## config.mk

```make
export PLATFORM = sky130hd
export DESIGN_NAME = imm_extend_pipe
export DESIGN_NICKNAME = d
export VERILOG_FILES = /design/src/rtl/rv_imm_pkg.sv /design/src/rtl/imm_decode.sv /design/src/rtl/imm_extend_pipe.sv
export SDC_FILE = /design/constraint.sdc
export NUM_CORES = 1
export LEC_CHECK = 0
export BUFFER_PORTS_ARGS = -buffer_cell sky130_fd_sc_hd__buf_4
export CAP_MARGIN = 20
export CORE_MARGIN = 4
export CORE_UTILIZATION = 40
export CTS_CLUSTER_DIAMETER = 80
export DETAILED_ROUTE_END_ITERATION = 10
export MAX_ROUTING_LAYER = met4
export SYNTH_ARGS = -nofsm -noshare
export SYNTH_HDL_FRONTEND = slang
export SYNTH_SLANG_ARGS = --single-unit
```

## constraint.sdc

```tcl
create_clock -name clk -period 2.1 [get_ports clk]
set_input_delay 0 -clock clk [delete_from_list [all_inputs] [get_ports clk]]
set_output_delay 0 -clock clk [all_outputs]
set_load 0.005 [all_outputs]
```

## src/rtl/rv_imm_pkg.sv

```systemverilog
// rv_imm_pkg: immediate format codes and buffered entry layout for the decode-stage immediate generator
package rv_imm_pkg;
  localparam logic [2:0] IMM_I     = 3'b000;
  localparam logic [2:0] IMM_S     = 3'b001;
  localparam logic [2:0] IMM_B     = 3'b010;
  localparam logic [2:0] IMM_J     = 3'b011;
  localparam logic [2:0] IMM_U     = 3'b100;
  localparam logic [2:0] IMM_SHAMT = 3'b101;
  localparam logic [2:0] IMM_CSR   = 3'b110;
  localparam logic [2:0] IMM_ILL   = 3'b111;
  localparam int IMM_XLEN  = 32;
  localparam int IMM_TAG_W = 5;
  typedef struct packed {
    logic [IMM_XLEN-1:0]  imm;
    logic [IMM_TAG_W-1:0] tag;
    logic                 illegal;
  } imm_entry_t;
endpackage

```

## src/rtl/imm_decode.sv

```systemverilog
// imm_decode: combinational immediate extraction; instr[31:7] + imm_src -> XLEN immediate + illegal flag
module imm_decode
  import rv_imm_pkg::*;
#(
  parameter int XLEN = 32
) (
  input  logic [31:7]     instr,
  input  logic [2:0]      imm_src,
  output logic [XLEN-1:0] imm,
  output logic            illegal
);
  logic [31:0] raw;
  // raw is always a correctly sign-extended 32-bit value; zero-extended formats have raw[31]=0,
  // so a single signed widening covers every format for XLEN=64
  always_comb begin
    raw = '0;
    case (imm_src)
      IMM_I:     raw = {{20{instr[31]}}, instr[31:20]};
      IMM_S:     raw = {{20{instr[31]}}, instr[31:25], instr[11:7]};
      IMM_B:     raw = {{19{instr[31]}}, instr[31], instr[7], instr[30:25], instr[11:8], 1'b0};
      IMM_J:     raw = {{11{instr[31]}}, instr[31], instr[19:12], instr[20], instr[30:21], 1'b0};
      IMM_U:     raw = {instr[31:12], 12'b0};
      IMM_SHAMT: raw = (XLEN == 64) ? {26'b0, instr[25:20]} : {27'b0, instr[24:20]};
      IMM_CSR:   raw = {27'b0, instr[19:15]};
      default:   raw = '0;
    endcase
  end
  assign imm     = XLEN'($signed(raw));
  assign illegal = imm_src == IMM_ILL;
endmodule

```

## src/rtl/imm_extend_pipe.sv

```systemverilog
// imm_extend_pipe: registered, handshaked immediate generator with a 2-entry skid buffer.
// Ports: clk/reset (async, active-low), flush; request side in_valid/in_ready/instr/imm_src/in_tag;
// result side out_valid/out_ready/imm_ext/out_tag/out_illegal; err_cnt counts accepted illegal requests.
module imm_extend_pipe
  import rv_imm_pkg::*;
#(
  parameter int XLEN  = 32,
  parameter int TAG_W = 5,
  parameter int CNT_W = 8
) (
  input  logic             clk,
  input  logic             reset,
  input  logic             flush,
  input  logic             in_valid,
  output logic             in_ready,
  input  logic [31:7]      instr,
  input  logic [2:0]       imm_src,
  input  logic [TAG_W-1:0] in_tag,
  output logic             out_valid,
  input  logic             out_ready,
  output logic [XLEN-1:0]  imm_ext,
  output logic [TAG_W-1:0] out_tag,
  output logic             out_illegal,
  output logic [CNT_W-1:0] err_cnt
);
  typedef struct packed {
    logic [XLEN-1:0]  imm;
    logic [TAG_W-1:0] tag;
    logic             illegal;
  } entry_t;
  entry_t           m_q, m_d, s_q, s_d, new_e;
  logic             m_valid_q, m_valid_d, s_valid_q, s_valid_d, in_ready_q, in_ready_d;
  logic [CNT_W-1:0] err_cnt_q, err_cnt_d;
  logic [XLEN-1:0]  dec_imm;
  logic             dec_ill, accept;
  imm_decode #(.XLEN(XLEN)) u_dec (
    .instr  (instr),
    .imm_src(imm_src),
    .imm    (dec_imm),
    .illegal(dec_ill)
  );
  assign new_e  = '{imm: dec_imm, tag: in_tag, illegal: dec_ill};
  assign accept = in_valid && in_ready_q;
  always_comb begin
    m_d       = m_q;
    s_d       = s_q;
    m_valid_d = m_valid_q;
    s_valid_d = s_valid_q;
    if (flush) begin
      m_valid_d = 1'b0;
      s_valid_d = 1'b0;
    end else if (!m_valid_q) begin
      m_d       = accept ? new_e : m_q;
      m_valid_d = accept;
    end else if (out_ready) begin
      m_d       = s_valid_q ? s_q : accept ? new_e : m_q;
      m_valid_d = s_valid_q || accept;
      s_valid_d = 1'b0;
    end else if (accept) begin
      s_d       = new_e;
      s_valid_d = 1'b1;
    end
    // registered ready: it only depends on whether the skid slot will be occupied
    in_ready_d = !s_valid_d;
    err_cnt_d  = (accept && dec_ill && !(&err_cnt_q)) ? err_cnt_q + 1'b1 : err_cnt_q;
  end
  always_ff @(posedge clk or negedge reset)
    if (!reset) begin
      m_q        <= '0;
      s_q        <= '0;
      m_valid_q  <= 1'b0;
      s_valid_q  <= 1'b0;
      in_ready_q <= 1'b1;
      err_cnt_q  <= '0;
    end else begin
      m_q        <= m_d;
      s_q        <= s_d;
      m_valid_q  <= m_valid_d;
      s_valid_q  <= s_valid_d;
      in_ready_q <= in_ready_d;
      err_cnt_q  <= err_cnt_d;
    end
  assign in_ready    = in_ready_q;
  assign out_valid   = m_valid_q;
  assign imm_ext     = m_q.imm;
  assign out_tag     = m_q.tag;
  assign out_illegal = m_q.illegal;
  assign err_cnt     = err_cnt_q;
endmodule

```

==> results of run 1 <==
-- per-stage QoR --
step                cells  utilization [%]  total power [uW]  area [um^2]  setup WS, ns
floorplan             389                -              2720         4130         0.435
global placement      591             49.5              3190         4900         0.235
detailed placement    591             49.5              3230         4900         0.181
CTS                   625             53.4              4470         5290         0.165
global route          625             53.4              4690         5290        0.0533
finish                625             53.4              4420         5290         0.195
-- kinds of logic (layout without fill, tap and decap cells) --
kind of cell	Yosys count	count (layout)
AOI/OAI and AO/OA	157	157
DFF	87	87
and+or+nand+nor	82	82
buffers and inverters	35	138
muxes	23	23
xor gates and xnor gates	4	4
adders and majority gates	1	1
-- worst paths after layout --
path | from | to | slack [ns] | cells after the start
min in group asynchronous | reset | out_tag[4] | 0.12 | 2
max in group asynchronous | reset | s_q[26] | 1.34 | 3
worst max-delay path | in_ready | imm_ext[27] | 0.19 | 4
worst min register to register | imm_ext[8] | imm_ext[8] | 0.49 | 2
worst max register to register | in_ready | imm_ext[27] | 0.19 | 4
worst min-delay path | imm_src[1] | s_q[0] | 0.04 | 3
-- registers in the layout (all words and copies together), names as in the netlist --
| register | flops |
|---|---|
| out_illegal | 1 |
| in_ready | 1 |
| out_tag | 5 |
| imm_ext | 32 |
| out_valid | 1 |
| s_valid_q | 1 |
| s_q | 38 |
| err_cnt | 8 |
-- routing by layer --
metal  GRT usage (%)  share of wire, %
met1            25.1                45
met2            29.7                49
met3            3.23               4.0
met4            5.16               1.2
met5               -                 0
-- cells in the mapped netlist, types with 6 or more instances --
master,instances,area [um^2]
o22ai_1,7,43.8
buf_2,11,55.1
o21ai_0,36,180
a2bb2oi_1,9,78.8
a22oi_1,23,173
a21oi_1,31,155
clkbuf_1,9,33.8
mux2i_1,9,90.1
nor2_1,6,22.5
dfrtp_1,86,2150
mux2_2,14,158
nand2_1,42,158
o21ai_1,15,75.1
o22a_1,8,70.1
nand3_1,8,40.0
-- where the power goes --
group | total, uW | leakage, uW | switching (uW) | internal, uW
combinational | 992 | 0.00121 | 433 | 558
clock | 1220 | 0.000105 | 605 | 613
sequential | 2210 | 0.00111 | 212 | 2000
total | 4420 | 0.00242 | 1250 | 3170
-- critical path, delay by kind of cell (launching register included) --
| family | cells | cell delay [ns] |
|---|---|---|
| AOI/OAI and AO/OA | 2 | 0.84 |
| DFF | 1 | 0.55 |
| buffers and inverters | 1 | 0.29 |
| and+or+nand+nor | 1 | 0.15 |
-- area by class of cell --
type,instances,area [um^2],share of cell area [%]
clock buffer,11,151,2.86
clock inverter,5,56.3,1.06
inverter,5,18.8,0.355
multi-input combinational,267,1770,33.5
sequential,87,2180,41.2
tap,133,166,3.14
timing repair buffer,117,948,17.9
-- what timing repair did --
item                       in CTS  in global routing
hold buffers                   18                  0
setup endpoints to repair       0                  0
resized for setup               0                  0
hold endpoints to repair      100                  0
==> flow_metrics.tcl, run 1 <==
set metrics [dict create \
    slew_viol_final 0 \
    syn_avg_cell_area_um2 10.6 \
    path_class "reg -> reg" \
    area_delta_synth_final_pct 28.2 \
    ys_ff_latch 87 \
    post_drt_wl_per_cell_um 16.6 \
    cts_tree "yes" \
    root_buffer "clkbuf_8" \
    die_width_um 110 \
    grt_pass1_wl_um 17100 \
    initial_core_util_pct 41.7 \
    drv_cap 0 \
    period_share_pct 90.7 \
    yosys.area_share.simple_pct 10.2 \
    clock_tree.buffer_depth 2 \
    fin_hold_ws_ns 0.0394 \
    ir_worst_vdd_mv 0.447 \
    status "finished, final reports clean" \
    htree_levels 3 \
    drt_iter0_drc 102 \
    fp.dieArea_um2 12000 \
    antenna_cells 0 \
    hold_path.class "in -> reg" \
    post_cts_buffers 0 \
    grt_start_max_net_pins 63 \
    rsz0062_at_grt "false" \
    synthMuxAreaShare_pct 6.00 \
    fin_setup_tns_ns 0 \
    post-dp-hpwl_um 7170 \
    synthArstFlopShare_pct 100 \
    synthXorXnorAreaFrac_pct 1.03 \
    drt.antenna.violating_nets 0 \
    grt_overflow 0 \
    powerDensity_nw_per_um2 836 \
    skew_ns 0.0128 \
    core-area_um2 9910 \
    startpoint_type "register" \
    synthCells 389 \
    synth.distinct_cells 56 \
    drive_gt1_share_pct 29.9 \
    seq_area_frac_synth_pct 52.8 \
    dieHeight_um 110 \
    ios 86 \
    slew_headroom_pct 53.4 \
    layout_commonest_cell "buf_4" \
    firstDrtPassIters 4 \
    vias 3326 \
    crit_slowest_cell "a2111o_1" \
    hold_viol 0 \
    place.gp.congestion 0.841 \
    track_usage_pct 18.8 \
    timing.fmax_ghz 0.525 \
    vias_per_cell 5.32 \
    synth_compound_area_share_pct 25.1 \
    arrival_ns 2.19 \
    grt_pass1_vias 3361 \
    ys.flop_type "dfrtp_1" \
    setup_viol 0 \
    path_max_fanout 13 \
    mostFrequentLayoutCells "buf_4, dfrtp_1, nand2_1" \
    fillCellCount 941 \
    synthAdderAreaFrac_pct 0.303 \
    synth_top_family_by_area "compound AO/OA/AOI/OAI gates" \
    portBuffers 85 \
    synth_area_um2 4130 \
    worst_pin_slew_ns 0.698 \
    route.detailed.drc 0 \
    rows 36 \
    synth_warnings 0 \
    cts_num_sinks 87 \
    fin_nets 526 \
    antenna_found_initial 0 \
    syn-num-nets 428 \
    clk_pin_slew_ns 0.09 \
    wirelength_um 10400 \
    critPathMaxStageDelay_ns 0.71 \
    worst_ep_required_time_ns 2.38 \
    clock_latency_ns 0.36 \
    endpoint_kind "register" \
    leakage_uw 0.00242 \
    cts_buffers 9 \
    synth-edff-count 0 \
    fin_crit_ns 1.91 \
    path_cells "nand2_1 -> a2111o_1 -> buf_4 -> o21ai_1" \
]
Power figures use the tool's default switching activity.
==> inputs of run 2 (changes only) <==
SYNTH_HIERARCHICAL = 1   (was not set)
TNS_END_PERCENT = 1   (was not set)
clock period = 1.9 ns   (was 2.1 ns; I/O delays follow)
==> run 2 against run 1 <==
  * Flip-flop and latch count is the same
  * Power grew 23%
  * Cell count shrank 7.4%
  * Wire length shrank 0.38%
  * Largest power group unchanged
  * Highest routed layer unchanged
==> flow_metrics.tcl, run 2 <==
set metrics [dict create \
    syn-num-nets 378 \
    synthCells 339 \
    ys_ff_latch 87 \
    drive_gt1_share_pct 37.5 \
    slew_viol_final 0 \
    route.detailed.drc 0 \
    timing.rr.end "s_q[37]" \
    synth-edff-count 0 \
    arrival_ns 1.90 \
    hold_viol 0 \
    endpoint_kind "register" \
    ios 86 \
    largest_register "s_q" \
    p_seq_share_pct 46.7 \
    ir_worst_vdd_mv 0.501 \
    critPathMaxStageDelay_ns 0.57 \
    worst_pin_slew_ns 0.540 \
    synth.distinct_cells 50 \
    fin_setup_tns_ns 0 \
    worst_ep_required_time_ns 2.15 \
    ff2ff_path_depth 4 \
    synthArstFlopShare_pct 100 \
    ctsResizeCount 0 \
    post_drt_wl_per_cell_um 17.9 \
    root_buffer "clkbuf_8" \
    critical-path-top-delay-family "flip-flops" \
    final_util_pct 52.6 \
    synth_warnings 6 \
    synthTopCellsByArea "dfrtp_1, a2bb2oi_2, o22ai_1, mux2_1, mux2_2" \
    clock_tree.buffer_depth 2 \
    seq_area_frac_synth_pct 51.0 \
    period_share_pct 87.1 \
    p_int_uw 3980 \
    drt_iter0_drc 223 \
    post-dp-hpwl_um 7260 \
    post_cts_buffers 0 \
    path_class "reg -> reg" \
    vias_per_cell 5.51 \
    timing.fmax_ghz 0.605 \
    startpoint_type "register" \
    synth_area_um2 4280 \
    initial_core_util_pct 41.2 \
    crit_slowest_cell "dfstp_2" \
    skew_ns 0.00568 \
    holdPathStages 3 \
    synth_most_common_cell "dfrtp_1" \
    switching_share_pct 26.6 \
    vias 3188 \
    path_max_fanout 15 \
    setup_viol 0 \
    startpoint "in_ready" \
    rows 37 \
    comb_power_share_pct 24.1 \
    ys.flop_type "dfrtp_1" \
    reg2reg_slack_ns 0.25 \
    synth_top_area_share_pct 50.3 \
    grt_pass1_vias 3392 \
    fin_nets 477 \
    mostFrequentLayoutCells "buf_4, dfrtp_1, o22ai_1" \
    layout_commonest_cell "buf_4" \
    place.gp.congestion 0.829 \
    dieHeight_um 111 \
    min-delay-start "instr[21]" \
    synth_common_cells "dfrtp_1, o22ai_1, a2bb2oi_2, mux2_1, mux2_2" \
    portBuffers 85 \
    cts_tree "yes" \
    antenna_cells 0 \
    rsz0062_at_grt "false" \
    fp.dieArea_um2 12400 \
    track_usage_pct 17.8 \
    slew_headroom_pct 64.0 \
    drv_cap 0 \
    clock_latency_ns 0.36 \
    htree_levels 3 \
    status "finished, final reports clean" \
    clk_pin_slew_ns 0.09 \
    path_cells "nand2_1 -> nor3_4 -> buf_4 -> mux2_2" \
    grt_overflow 0 \
    cts_num_sinks 87 \
    synth_top_area_cell "dfrtp_1" \
    powerDensity_nw_per_um2 995 \
    cp_num_buf_inv 1 \
    firstDrtPassIters 4 \
    die_width_um 111 \
    core-area_um2 10400 \
    holdPathEnd "s_q[27]" \
    hold_path.class "in -> reg" \
    syn_avg_cell_area_um2 12.6 \
    power.switching_uw 1450 \
    drt.antenna.violating_nets 0 \
    antenna_found_initial 0 \
    rr_startpoint "in_ready" \
    wirelength_um 10300 \
    clkPwrFrac_pct 29.2 \
    area_delta_synth_final_pct 27.7 \
    hold_buffers 18 \
    leakage_uw 0.00251 \
    largest_reg_flops 38 \
    grt_pass1_wl_um 17500 \
    fin_crit_ns 1.65 \
    grt_start_max_net_pins 39 \
    cts_buffers 9 \
]
## run 2: cell types whose count changed after synthesis, sizes merged, moves of 6 or more
cell     delta
mux2       +25
o22a        -8
nand3       -6
a2bb2oi    +29
nand2      -38
a22oi      -22
a21o        +7
a21oi      -15
o22ai      +38
o21ai      -48
## run 2: routing by layer
layer / vias up / wire length, um / part of all wire (%) / GRT usage [%]
met3: 6 / 437 / 4.2 / 4.18
met4: 0 / 109 / 1.1 / 5.11
met1: 1594 / 4870 / 47 / 23.7
met5: - / 0 / 0 / -
li1: 1499 / - / - / -
met2: 89 / 4920 / 48 / 27.5
## run 2: logic make-up (layout without fill, tap and decap cells)
kind of cell	Yosys count	in the layout	share of synthesized area, %
simple gates	36	36	5.36
flops	87	87	51.0
fa+ha+maj	1	1	0.293
compound gates	130	130	24.6
buf+inv	32	136	4.92
xor+xnor	5	5	1.46
mux	48	48	12.4
## run 2: metrics by stage
stage	worst slack (ns)	std cells	hold WS [ns]	total power (uW)	area, um^2
detailed placement	0.247	545	-0.00125	3880	5030
finish	0.246	579	0.0185	5430	5460
global route	0.161	579	0.00510	5730	5460
CTS	0.228	579	0.000578	5500	5460
floorplan	0.304	339	-0.296	3250	4280
global placement	0.274	545	-0.00489	3840	5030
## run 2: layout make-up
type / count / area, um^2
clock buffers: 11 / 141
clock inverters: 5 / 104
fillers: 942 / 4910
inverters: 2 / 7.51
multi-input cells: 220 / 1900
flip-flops and latches: 87 / 2180
well taps: 136 / 170
repair buffers: 118 / 956
## run 2: worst max path at each step
stage          slack [ns]      end  cells after the start
2_1_floorplan        0.30  s_q[17]                      5
3_3_place_gp         0.27  s_q[37]                      4
3_5_place_dp         0.25  s_q[37]                      4
4_1_cts              0.23  s_q[25]                      4
5_1_grt              0.16  s_q[21]                      4
6_report             0.25  s_q[37]                      4
## run 2: worst min-delay path: cells and delay by family
family	cells	cell delay, ns
mux	1	0.12
compound gates	1	0.12
buf+inv	1	0.10
## run 2: power by group through the flow
stage	sequential (uW)	combinational, uW	clock (uW)
floorplan	2530	714	0
global placement	2560	1280	0
detailed placement	2570	1310	0
CTS	2540	1340	1620
global route	2600	1440	1700
finish	2540	1310	1580
